[src/rtl/match_controller.sv]
// Round/match sequencer: holds players in reset between rounds, judges hits,
// and tracks health, round clock and round wins for the HUD.
module match_controller #(
    parameter int unsigned HP_INIT      = 5,
    parameter int unsigned DMG          = 1,
    parameter int unsigned ROUND_SECS   = 60,
    parameter int unsigned FPS          = 60,
    parameter int unsigned INTRO_FRAMES = 90,
    parameter int unsigned END_FRAMES   = 120,
    parameter int unsigned WIN_ROUNDS   = 2
) (
    input  logic       clk,
    input  logic       rst,
    input  logic       start,
    input  logic [3:0] p1_state,
    input  logic [3:0] p2_state,
    input  logic [9:0] p1_hit_x1,
    input  logic [9:0] p1_hit_x2,
    input  logic [9:0] p1_hit_y1,
    input  logic [9:0] p1_hit_y2,
    input  logic [9:0] p2_hit_x1,
    input  logic [9:0] p2_hit_x2,
    input  logic [9:0] p2_hit_y1,
    input  logic [9:0] p2_hit_y2,
    input  logic [9:0] p1_hurt_x1,
    input  logic [9:0] p1_hurt_x2,
    input  logic [9:0] p1_hurt_y1,
    input  logic [9:0] p1_hurt_y2,
    input  logic [9:0] p2_hurt_x1,
    input  logic [9:0] p2_hurt_x2,
    input  logic [9:0] p2_hurt_y1,
    input  logic [9:0] p2_hurt_y2,
    output logic       players_rst,
    output logic [2:0] phase,
    output logic [3:0] p1_hp,
    output logic [3:0] p2_hp,
    output logic [6:0] round_time,
    output logic [1:0] p1_wins,
    output logic [1:0] p2_wins,
    output logic [1:0] round_winner,
    output logic       p1_hit,
    output logic       p2_hit
);
    localparam int unsigned CNT_W      = 16;
    localparam logic [3:0]  ATTACK_END = 4'd4;

    typedef enum logic [2:0] {
        IDLE       = 3'd0,
        INTRO      = 3'd1,
        FIGHT      = 3'd2,
        ROUND_END  = 3'd3,
        MATCH_OVER = 3'd4
    } phase_t;

    phase_t           state_q;
    logic [CNT_W-1:0] frame_cnt;
    logic [3:0]       p1_prev;
    logic [3:0]       p2_prev;
    logic             start_prev;
    logic             p1_hit_c;
    logic             p2_hit_c;

    // Inclusive 1-D overlap; endpoints of either span may arrive swapped.
    function automatic logic span_overlap(input logic [9:0] a1, input logic [9:0] a2,
                                          input logic [9:0] b1, input logic [9:0] b2);
        logic [9:0] lo_a, hi_a, lo_b, hi_b, lo, hi;
        lo_a = (a1 < a2) ? a1 : a2;
        hi_a = (a1 < a2) ? a2 : a1;
        lo_b = (b1 < b2) ? b1 : b2;
        hi_b = (b1 < b2) ? b2 : b1;
        lo   = (lo_a > lo_b) ? lo_a : lo_b;
        hi   = (hi_a < hi_b) ? hi_a : hi_b;
        return lo <= hi;
    endfunction

    function automatic logic [3:0] hp_after_hit(input logic [3:0] hp);
        return (hp > 4'(DMG)) ? hp - 4'(DMG) : 4'd0;
    endfunction

    function automatic logic [1:0] win_inc(input logic [1:0] w);
        return (w == 2'd3) ? w : w + 2'd1;
    endfunction

    // One hit per attack: only the entry into the active frame counts.
    assign p1_hit_c = (p1_state == ATTACK_END) && (p1_prev != ATTACK_END)
                    && span_overlap(p1_hit_x1, p1_hit_x2, p2_hurt_x1, p2_hurt_x2)
                    && span_overlap(p1_hit_y1, p1_hit_y2, p2_hurt_y1, p2_hurt_y2);
    assign p2_hit_c = (p2_state == ATTACK_END) && (p2_prev != ATTACK_END)
                    && span_overlap(p2_hit_x1, p2_hit_x2, p1_hurt_x1, p1_hurt_x2)
                    && span_overlap(p2_hit_y1, p2_hit_y2, p1_hurt_y1, p1_hurt_y2);

    assign phase = state_q;

    always_ff @(posedge clk or posedge rst) begin
        if (rst) begin
            state_q      <= IDLE;
            players_rst  <= 1'b1;
            p1_hp        <= 4'(HP_INIT);
            p2_hp        <= 4'(HP_INIT);
            round_time   <= 7'(ROUND_SECS);
            p1_wins      <= 2'd0;
            p2_wins      <= 2'd0;
            round_winner <= 2'b00;
            p1_hit       <= 1'b0;
            p2_hit       <= 1'b0;
            frame_cnt    <= '0;
            p1_prev      <= 4'd0;
            p2_prev      <= 4'd0;
            start_prev   <= 1'b0;
        end else begin
            start_prev <= start;
            p1_prev    <= players_rst ? 4'd0 : p1_state;
            p2_prev    <= players_rst ? 4'd0 : p2_state;
            p1_hit     <= 1'b0;
            p2_hit     <= 1'b0;
            case (state_q)
                IDLE: begin
                    if (start) begin
                        state_q      <= INTRO;
                        frame_cnt    <= '0;
                        p1_wins      <= 2'd0;
                        p2_wins      <= 2'd0;
                        p1_hp        <= 4'(HP_INIT);
                        p2_hp        <= 4'(HP_INIT);
                        round_time   <= 7'(ROUND_SECS);
                        round_winner <= 2'b00;
                    end
                end
                INTRO: begin
                    if (frame_cnt == CNT_W'(INTRO_FRAMES - 1)) begin
                        state_q     <= FIGHT;
                        frame_cnt   <= '0;
                        players_rst <= 1'b0;
                    end else begin
                        frame_cnt <= frame_cnt + CNT_W'(1);
                    end
                end
                FIGHT: begin
                    if (p1_hp == 4'd0 || p2_hp == 4'd0) begin
                        state_q     <= ROUND_END;
                        frame_cnt   <= '0;
                        players_rst <= 1'b1;
                        if (p1_hp == 4'd0 && p2_hp == 4'd0) begin
                            round_winner <= 2'b11;
                        end else if (p1_hp == 4'd0) begin
                            round_winner <= 2'b10;
                            p2_wins      <= win_inc(p2_wins);
                        end else begin
                            round_winner <= 2'b01;
                            p1_wins      <= win_inc(p1_wins);
                        end
                    end else if (round_time == 7'd0) begin
                        state_q     <= ROUND_END;
                        frame_cnt   <= '0;
                        players_rst <= 1'b1;
                        if (p1_hp > p2_hp) begin
                            round_winner <= 2'b01;
                            p1_wins      <= win_inc(p1_wins);
                        end else if (p2_hp > p1_hp) begin
                            round_winner <= 2'b10;
                            p2_wins      <= win_inc(p2_wins);
                        end else begin
                            round_winner <= 2'b11;
                        end
                    end else begin
                        p1_hit <= p1_hit_c;
                        p2_hit <= p2_hit_c;
                        if (p1_hit_c) p2_hp <= hp_after_hit(p2_hp);
                        if (p2_hit_c) p1_hp <= hp_after_hit(p1_hp);
                        if (frame_cnt == CNT_W'(FPS - 1)) begin
                            frame_cnt  <= '0;
                            round_time <= round_time - 7'd1;
                        end else begin
                            frame_cnt <= frame_cnt + CNT_W'(1);
                        end
                    end
                end
                ROUND_END: begin
                    if (frame_cnt == CNT_W'(END_FRAMES - 1)) begin
                        frame_cnt <= '0;
                        if (p1_wins == 2'(WIN_ROUNDS) || p2_wins == 2'(WIN_ROUNDS)) begin
                            state_q <= MATCH_OVER;
                        end else begin
                            state_q      <= INTRO;
                            p1_hp        <= 4'(HP_INIT);
                            p2_hp        <= 4'(HP_INIT);
                            round_time   <= 7'(ROUND_SECS);
                            round_winner <= 2'b00;
                        end
                    end else begin
                        frame_cnt <= frame_cnt + CNT_W'(1);
                    end
                end
                MATCH_OVER: begin
                    if (start && !start_prev) state_q <= IDLE;
                end
                default: begin
                    state_q     <= IDLE;
                    players_rst <= 1'b1;
                end
            endcase
        end
    end
endmodule

[config.mk]
export PLATFORM = sky130hd
export DESIGN_NAME = match_controller
export DESIGN_NICKNAME = d
export VERILOG_FILES = /design/src/rtl/match_controller.sv
export SDC_FILE = /design/constraint.sdc
export NUM_CORES = 1
export LEC_CHECK = 0
export ABC_AREA = 1
export BUFFER_PORTS_ARGS = -buffer_cell sky130_fd_sc_hd__buf_2
export CAP_MARGIN = 10
export CORE_UTILIZATION = 58
export CTS_CLUSTER_SIZE = 14
export DETAILED_ROUTE_END_ITERATION = 12
export PLACE_DENSITY_LB_ADDON = 0.3
export SLEW_MARGIN = 20
export SYNTH_ARGS = -nofsm -noshare
export SYNTH_HDL_FRONTEND = slang
export SYNTH_SLANG_ARGS = --single-unit
export TNS_END_PERCENT = 1
[constraint.sdc]
create_clock -name clk -period 2.7 [get_ports clk]
set_clock_uncertainty 0.2 [all_clocks]
set_input_delay 0.81 -clock clk [delete_from_list [all_inputs] [get_ports clk]]
set_output_delay 0.81 -clock clk [all_outputs]
set_load 0.02 [all_outputs]
==> metrics, run 1 <==
commonest register cell after synthesis dfrtp_1; Initial Util 59.8%; Synth area leader ha_1; Die H 136 um; Mapped Area 10,400 um2; GRT Util Overall 84.2%; CTS buffer count 5; largest net degree at the start of global routing 31; routability congestion estimate 0.959; CTS Hold Buffers Added 0; detailed-placement wirelength estimate 26,600 um; Avg Inst Size Synth around 6 um2; synth top area cells ha_1 (25%), nand2_1 (17%), dfrtp_1 (10%); worst_ep kind register data pin; Buffers on Ports 197; Cell variety after synth 48; warnings from Yosys 0; Log Error [ERROR GRT-0232] Routing congestion too high. Check the congestion heatmap in the GUI.; CTS Root Cell clkbuf_16; number of H-tree levels 2; grt total ovfl 302; Worst EP post-GRT repair p2_hp[2]$_DFFE_PP1P_/D; cells after synthesis 1,718; post-synthesis net count approximately 2,100; Std-Cell Rows 48; DP Area between 10,000 and 15,000 um2; sequential fraction of the synthesis area 12.6%; Stopped at 5_1_grt; clock buffer depth 2; Synth async-reset ratio 100%; Die W ~140 um; Post-synth EDFFs 0; status aborted with a tool error; Yosys reg bits 52; # IOs between 150 and 200; top-area cell type share of the netlist area between 20 and 25%; CTS sink count 52
[timing repair]
| action | in CTS |
|---|---|
| setup buffers | 24 |
| gates resized for setup | 229 |
| cloned | 12 |
| endpoints found under the setup margin | 10 |
| pin swaps | 98 |
[layer usage]
layer | track usage (%) | GRT overflow
met2 | 103 | 197
met4 | 94.8 | 100
met3 | 69.2 | 3
met5 | 18.3 | 0
met1 | 80.1 | 2
[synth_stat cells (4+ instances only)]
library cell / number
a21o_1: 9
o211ai_1: 7
clkbuf_1: 17
dfstp_2: 9
nor2_1: 161
dfrtp_1: 43
ha_1: 204
o21ai_0: 147
o21a_1: 6
inv_1: 241
a21oi_1: 130
xor2_1: 5
inv_2: 7
nor3_1: 16
nor2_2: 5
nand2_2: 4
nand4_1: 26
nand3_1: 83
nand3b_1: 4
a31oi_1: 4
buf_4: 12
buf_2: 24
nand2_1: 484
o221a_2: 4
o21ai_1: 24
[per-stage QoR]
| stage | setup WS, ns | setup TNS, ns | std cells | utilization (%) |
|---|---|---|---|---|
| floorplan | -1.75 | -16.92 | 1718 | - |
| global placement | -2.23 | -21.49 | 2383 | 81.1 |
| detailed placement | -2.43 | -23.34 | 2383 | 81.1 |
| CTS | -1.92 | -18.51 | 2427 | 89.5 |
[cell families after synthesis]
group	count (synthesis)	synth area share (%)
compound gates	351	18.4
xor+xnor	8	0.673
fa+ha+maj	204	24.5
buf+inv	302	11.7
flops	52	12.6
simple gates	801	32.1
==> run 2: changes to the inputs <==
--- a/config.mk
+++ b/config.mk
@@ -8,10 +8,9 @@
 export ABC_AREA = 1
 export BUFFER_PORTS_ARGS = -buffer_cell sky130_fd_sc_hd__buf_2
 export CAP_MARGIN = 10
-export CORE_UTILIZATION = 58
-export CTS_CLUSTER_SIZE = 14
+export CORE_UTILIZATION = 40
 export DETAILED_ROUTE_END_ITERATION = 12
-export PLACE_DENSITY_LB_ADDON = 0.3
+export PLACE_DENSITY_LB_ADDON = 0.15
 export SLEW_MARGIN = 20
 export SYNTH_ARGS = -nofsm -noshare
 export SYNTH_HDL_FRONTEND = slang
==> run 2 against run 1 <==
The flow now finishes, with violations (negative setup slack). Synthesized cell count unchanged. Synthesized area unchanged.
==> metrics, run 2 <==
Worst Setup SP p2_hurt_x2[2]; max reg flops 16; pwr dens between 400 and 500 nW/um2; Avg Inst Size Synth 6.06 um2 (unchanged); min Tclk post-route roughly 4.7 ns; CTS Hold Buffers Added 0 (unchanged); Cell variety after synth 48 (unchanged); # IOs 198 (unchanged); CP Capture Type flip-flop; grt total ovfl 0; post-synthesis net count 2,093 (unchanged); Hold Startpoint round_time[5]; routed wire length 35,000 um; Die H 163 um (was 136 um); Most flops, register frame_cnt; post-route setup slack -1.96 ns; status finished, violations left (was aborted with a tool error); clock buffer depth 2 (unchanged); number of H-tree levels 2 (unchanged); CTS buffer count 5 (unchanged); CP max-delay cell nor4_4; largest net degree at the start of global routing 53; CTS sink count 52 (unchanged); hold slack 0.306 ns; first-pass GRT wire length 51,000 um; core area roughly 25,000 um2; share of layout cells above drive strength 1 45.1%; Post-synth EDFFs 0 (unchanged); initial drt markers 526; Clock Latency Late Sink 0.29 ns; Slew headroom 59.3%; synth top area cells ha_1 (25%), nand2_1 (17%), dfrtp_1 (10%) (unchanged); Multi-input gate area 10,000 um2; Clock Pin Slew Worst Setup and Hold Paths 0.07 ns; Max Fanout on Critical Path 8; die area 26,700 um2; Std-Cell Rows 58 (was 48); critical path startpoint category input pin; flop-to-flop setup slack 0.24 ns; Residual DRC 0; vias in the first global route 11,700; Initial Util 41.1% (was 59.8%); FF+latch area 1310 um2; commonest non-fill, non-tap cell in the layout nand2_1; WP data required 2.73 ns; Max Fclk 214 MHz; initial antenna violation count 6; worst r2r path cells 12; sequential fraction of the synthesis area 12.6% (unchanged); failing checks negative setup slack; via count between 10,000 and 15,000; Reg-to-Reg End round_time[0]; hold depth 2; Power Total 7.04 mW; synth cell count leaders nand2_1 (484), inv_1 (241), ha_1 (204) (unchanged); max cap viols 0; CTS Root Cell clkbuf_16 (unchanged); First-pass DRT Iterations 5; most frequent cells in the layout nand2_1 (408), buf_4 (341), inv_1 (191), buf_2 (186), ha_1 (136); VDD IR max around 320 uV; Vias/cell 5.02; layout overhead on the synthesized area 67.0%; fin crit share 173%; fin. max-slew vios 0; drt wl/cell 13.5 um; TNS Setup -19.34 ns; Fillers about 2,100; slowest stage delay, CP between 0.3 and 0.4 ns; most numerous cell in the Yosys netlist nand2_1 (unchanged); top-area cell type share of the netlist area 24.5% (unchanged); Hold EP round_time[5]; cells after synthesis 1,718 (unchanged); worst r2r src p1_hp[0]; Mapped Area 10,400 um2 (unchanged); nets 2,636; commonest register cell after synthesis dfrtp_1 (unchanged); CTS tree built; DP Area 14,400 um2 (was 14,100 um2); routability congestion estimate 0.885 (was 0.959); warnings from Yosys 0 (unchanged); Synth async-reset ratio 100% (unchanged); endpoints failing setup 10; Setup CP Type input pin to flip-flop; WP data arrival roughly 4.7 ns; final hold violation count 0; remaining antenna violation count 0; Synth area leader ha_1 (unchanged); Die W 163 um (was 136 um); detailed-placement wirelength estimate 26,300 um (was 26,600 um); final design instance area without fill between 15,000 and 20,000 um2; Top Registers frame_cnt (16), round_time (7); P_leak 8.97 nW; Buffers on Ports 197 (unchanged); GRT Util Overall 23.1%; Worst Max-Slew Pin Slew 0.610 ns; Yosys reg bits 52 (unchanged); Hold Path Class flip-flop to flip-flop; RSZ-0062 raised after global routing yes
run 2: cell counts after synthesis:
No cell type changed its count.
run 2: report_power, final:
part           leakage (nW)  switching [mW]  internal (mW)  total (mW)
Clock                0.0798           0.283          0.436       0.719
Combinational          8.28            2.86           2.67        5.53
Sequential            0.609         0.00390          0.788       0.792
run 2: layout make-up:
class	instances	area share [%]
antenna	5	0.0720
clock buffer	5	0.720
clock inverter	3	0.245
inverter	248	5.63
multi-input combinational	1364	57.6
sequential	52	7.55
tap	330	2.38
timing repair buffer	590	25.8
run 2: how the worst max path moves through the flow:
stage / to / slack (ns) / cells past startpoint
2_1_floorplan: p2_hp[3] / -1.75 / 27
3_3_place_gp: p2_hp[1] / -2.56 / 30
3_5_place_dp: p2_hp[3] / -2.63 / 30
4_1_cts: p2_hp[3] / -2.00 / 29
5_1_grt: p1_hp[3] / -2.20 / 34
6_report: p2_hp[1] / -1.96 / 29
run 2: critical path: cells and delay by family:
| family | cells | cell delay, ns |
|---|---|---|
| buf+inv | 5 | 0.59 |
| compound gates | 5 | 0.71 |
| simple gates | 16 | 1.70 |
| fa+ha+maj | 3 | 0.85 |
run 2: through the flow:
| stage | setup slack (ns) | util (%) | cells |
|---|---|---|---|
| after CTS | -2.00 | 59.9 | 2544 |
| after detailed placement | -2.63 | 57.0 | 2514 |
| after floorplan | -1.75 | - | 1718 |
| after global placement | -2.56 | 57.0 | 2514 |
| after global routing | -2.20 | 68.6 | 2593 |
| final | -1.96 | 68.6 | 2597 |
run 2: logic make-up after synthesis:
group,share of synthesized area [%]
AND/OR/NAND/NOR,32.1
buffers and inverters,11.7
adder cells (fa/ha/maj),24.5
XOR/XNOR,0.673
AO/OA/AOI/OAI,18.4
flip-flops,12.6
run 2: repair_timing:
item,4_1_cts,5_1_grt
gates cloned,5,12
gates resized for setup,99,389
setup endpoints to repair,10,10
pin swaps,42,167
endpoints found under the hold margin,0,0
buffers inserted,19,38
run 2: layer usage:
| layer | vias up | share of wire (%) | global-route usage (%) |
|---|---|---|---|
| li1 | 6768 | - | - |
| met2 | 264 | 52 | 43.3 |
| met3 | 62 | 3.9 | 3.28 |
| met4 | 4 | 2.1 | 4.72 |
| met5 | - | 0.080 | 0 |
| met1 | 5947 | 42 | 27.5 |
No activity file was read; power rests on OpenSTA's default activity.
==> run 3: changes to the inputs <==
--- a/config.mk
+++ b/config.mk
@@ -10,7 +10,6 @@
 export CAP_MARGIN = 10
 export CORE_UTILIZATION = 40
 export DETAILED_ROUTE_END_ITERATION = 12
-export PLACE_DENSITY_LB_ADDON = 0.15
 export SLEW_MARGIN = 20
 export SYNTH_ARGS = -nofsm -noshare
 export SYNTH_HDL_FRONTEND = slang
==> run 3 against run 2 <==
The flow still finishes with violations (negative setup slack). Setup slack lost 0.046 ns. First-iteration DRC count grew 31%. Largest power group unchanged. Register-to-register slack gained 0.04 ns. Via count grew 1.7%.
==> metrics, run 3 (synthesis gave the netlist of run 2 again) <==
status finished, violations left (unchanged); failing checks negative setup slack (unchanged); min Tclk post-route 4.71 ns (was 4.66 ns); DP Area 14,500 um2 (was 14,400 um2); Residual DRC 0 (unchanged); CP max-delay cell ha_1 (was nor4_4); Most flops, register frame_cnt (unchanged); critical path startpoint category input pin (unchanged); hold depth 2 (unchanged); die area 26,700 um2 (unchanged); via count 13,300 (was 13,000); routed wire length 36,600 um (was 35,000 um); Reg-to-Reg End round_time[6] (was round_time[0]); Hold Path Class flip-flop to flip-flop (unchanged); Slew headroom 64.4% (was 59.3%); vias in the first global route 12,300 (was 11,700); core area 25,300 um2 (unchanged); Max Fclk 212 MHz (was 214 MHz); P_leak 9.09 nW (was 8.97 nW); fin. max-slew vios 0 (unchanged); Top Registers frame_cnt (16), round_time (7) (unchanged); Clock Latency Late Sink 0.30 ns (was 0.29 ns); share of layout cells above drive strength 1 46.3% (was 45.1%); VDD IR max 298 uV (was 320 uV); routability congestion estimate 0.915 (was 0.885); CTS buffer count 5 (unchanged); Setup CP Type input pin to flip-flop (unchanged); commonest non-fill, non-tap cell in the layout nand2_1 (unchanged); final hold violation count 0 (unchanged); fin crit share 174% (was 173%); CTS sink count 52 (unchanged); drt wl/cell 14.0 um (was 13.5 um); remaining antenna violation count 0 (unchanged); Vias/cell 5.06 (was 5.02); Hold EP round_time[5] (unchanged); post-route setup slack -2.01 ns (was -1.96 ns); First-pass DRT Iterations 5 (unchanged); endpoints failing setup 10 (unchanged); Clock Pin Slew Worst Setup and Hold Paths 0.07 ns (about the same); Initial Util 41.1% (unchanged); WP data arrival 4.74 ns (was 4.70 ns); most frequent cells in the layout nand2_1 (400), buf_4 (370), inv_1 (193), buf_2 (187), ha_1 (137) (was nand2_1 (408), buf_4 (341), inv_1 (191), buf_2 (186), ha_1 (136)); nets 2,660 (was 2,636); WP data required 2.73 ns (about the same); slowest stage delay, CP 0.32 ns (was 0.34 ns); max reg flops 16 (unchanged); Place WS -2.51 ns (was -2.63 ns); final design instance area without fill 17,600 um2 (was 17,400 um2); grt total ovfl 0 (unchanged); CTS Hold Buffers Added 0 (unchanged); clock buffer depth 2 (unchanged); Die H 163 um (unchanged); CTS tree built (unchanged); Worst Setup SP p1_hurt_x2[4] (was p2_hurt_x2[2]); Finished Layout Cells 2,620 (was 2,597); Layout Utilization 69.5% (was 68.6%); CP Capture Type flip-flop (unchanged); Max Fanout on Critical Path 10 (was 8); critical path's most frequent cell nand2_2; Placed Cells 2,519 (was 2,514); # IOs 198 (unchanged); Worst Max-Slew Pin Slew 0.533 ns (was 0.610 ns); pwr dens 407 nW/um2 (was 405 nW/um2); first-pass GRT wire length 54,900 um (was 51,000 um); worst r2r src p1_hp[0] (unchanged); max cap viols 0 (unchanged); Hold Startpoint round_time[5] (unchanged); Die W 163 um (unchanged); hold slack 0.306 ns (about the same); initial drt markers 688 (was 526); detailed-placement wirelength estimate 27,000 um (was 26,300 um); Buffers on Ports 197 (unchanged); number of H-tree levels 2 (unchanged); GRT Util Overall 24.9% (was 23.1%); Std-Cell Rows 58 (unchanged); initial antenna violation count 4 (was 6); layout overhead on the synthesized area 69.1% (was 67.0%); worst r2r path cells 11 (was 12); flop-to-flop setup slack 0.28 ns (was 0.24 ns); largest net degree at the start of global routing 53 (unchanged); RSZ-0062 raised after global routing yes (unchanged); CTS Root Cell clkbuf_16 (unchanged); Fillers 2,040 (was 2,097)
[run 3: cell count changes in the layout (fill, tap and decap cells not counted), moves of 3 or more]
cell | before | now
nand2_4 | 18 | 25
nand2_1 | 408 | 400
buf_4 | 341 | 370
o21ai_4 | 9 | 13
o21ai_2 | 27 | 36
buf_12 | 10 | 15
buf_6 | 35 | 28
clkbuf_16 | 16 | 10
nor2_2 | 35 | 32
o21ai_1 | 57 | 42
[run 3: per-layer routing]
layer | wire [um] | track usage (%) | share of wire (%)
met1 | 15700 | 30.0 | 43
met2 | 18300 | 46.1 | 50
met3 | 1530 | 2.74 | 4.2
met4 | 981 | 6.63 | 2.7
met5 | 27 | 0 | 0.074
[run 3: cell type report]
cell class	instances	area, um2	area share, %
flip-flops and latches	52	1310	7.46
repair buffers	614	4610	26.2
clock buffers	6	129	0.732
inverters	248	978	5.56
well taps	330	413	2.35
clock inverters	2	16.3	0.0924
diodes	4	10.0	0.0569
multi-input cells	1364	10100	57.5
[run 3: per-stage QoR]
| step | total power, mW | TNS, ns |
|---|---|---|
| after floorplan | 3.46 | -16.92 |
| after global placement | 4.80 | -23.49 |
| after detailed placement | 4.95 | -24.33 |
| after CTS | 6.17 | -18.57 |
| after global routing | 7.80 | -21.67 |
| final | 7.17 | -19.47 |
[run 3: worst max path at each step]
stage               endpoint  cells past startpoint
finish              p1_hp[2]                     31
global route        p1_hp[2]                     30
CTS                 p2_hp[1]                     30
detailed placement  p2_hp[1]                     30
global placement    p2_hp[3]                     31
floorplan           p2_hp[3]                     27
[run 3: critical path, delay by kind of cell]
family | cells | cell delay, ns
compound gates | 5 | 0.73
fa+ha+maj | 3 | 0.83
buf+inv | 8 | 1.01
simple gates | 15 | 1.33
[run 3: power by group]
group / leakage, nW / switching [mW] / internal [mW]
logic: 8.42 / 2.99 / 2.75
registers: 0.609 / 0.00401 / 0.788
clock network: 0.0671 / 0.298 / 0.346
total: 9.09 / 3.29 / 3.88
[run 3: what timing repair did]
item	4_1_cts	5_1_grt
buffers inserted	37	44
pin swaps	81	161
endpoints found under the setup margin	10	10
gates cloned	9	7
resized for setup	210	302
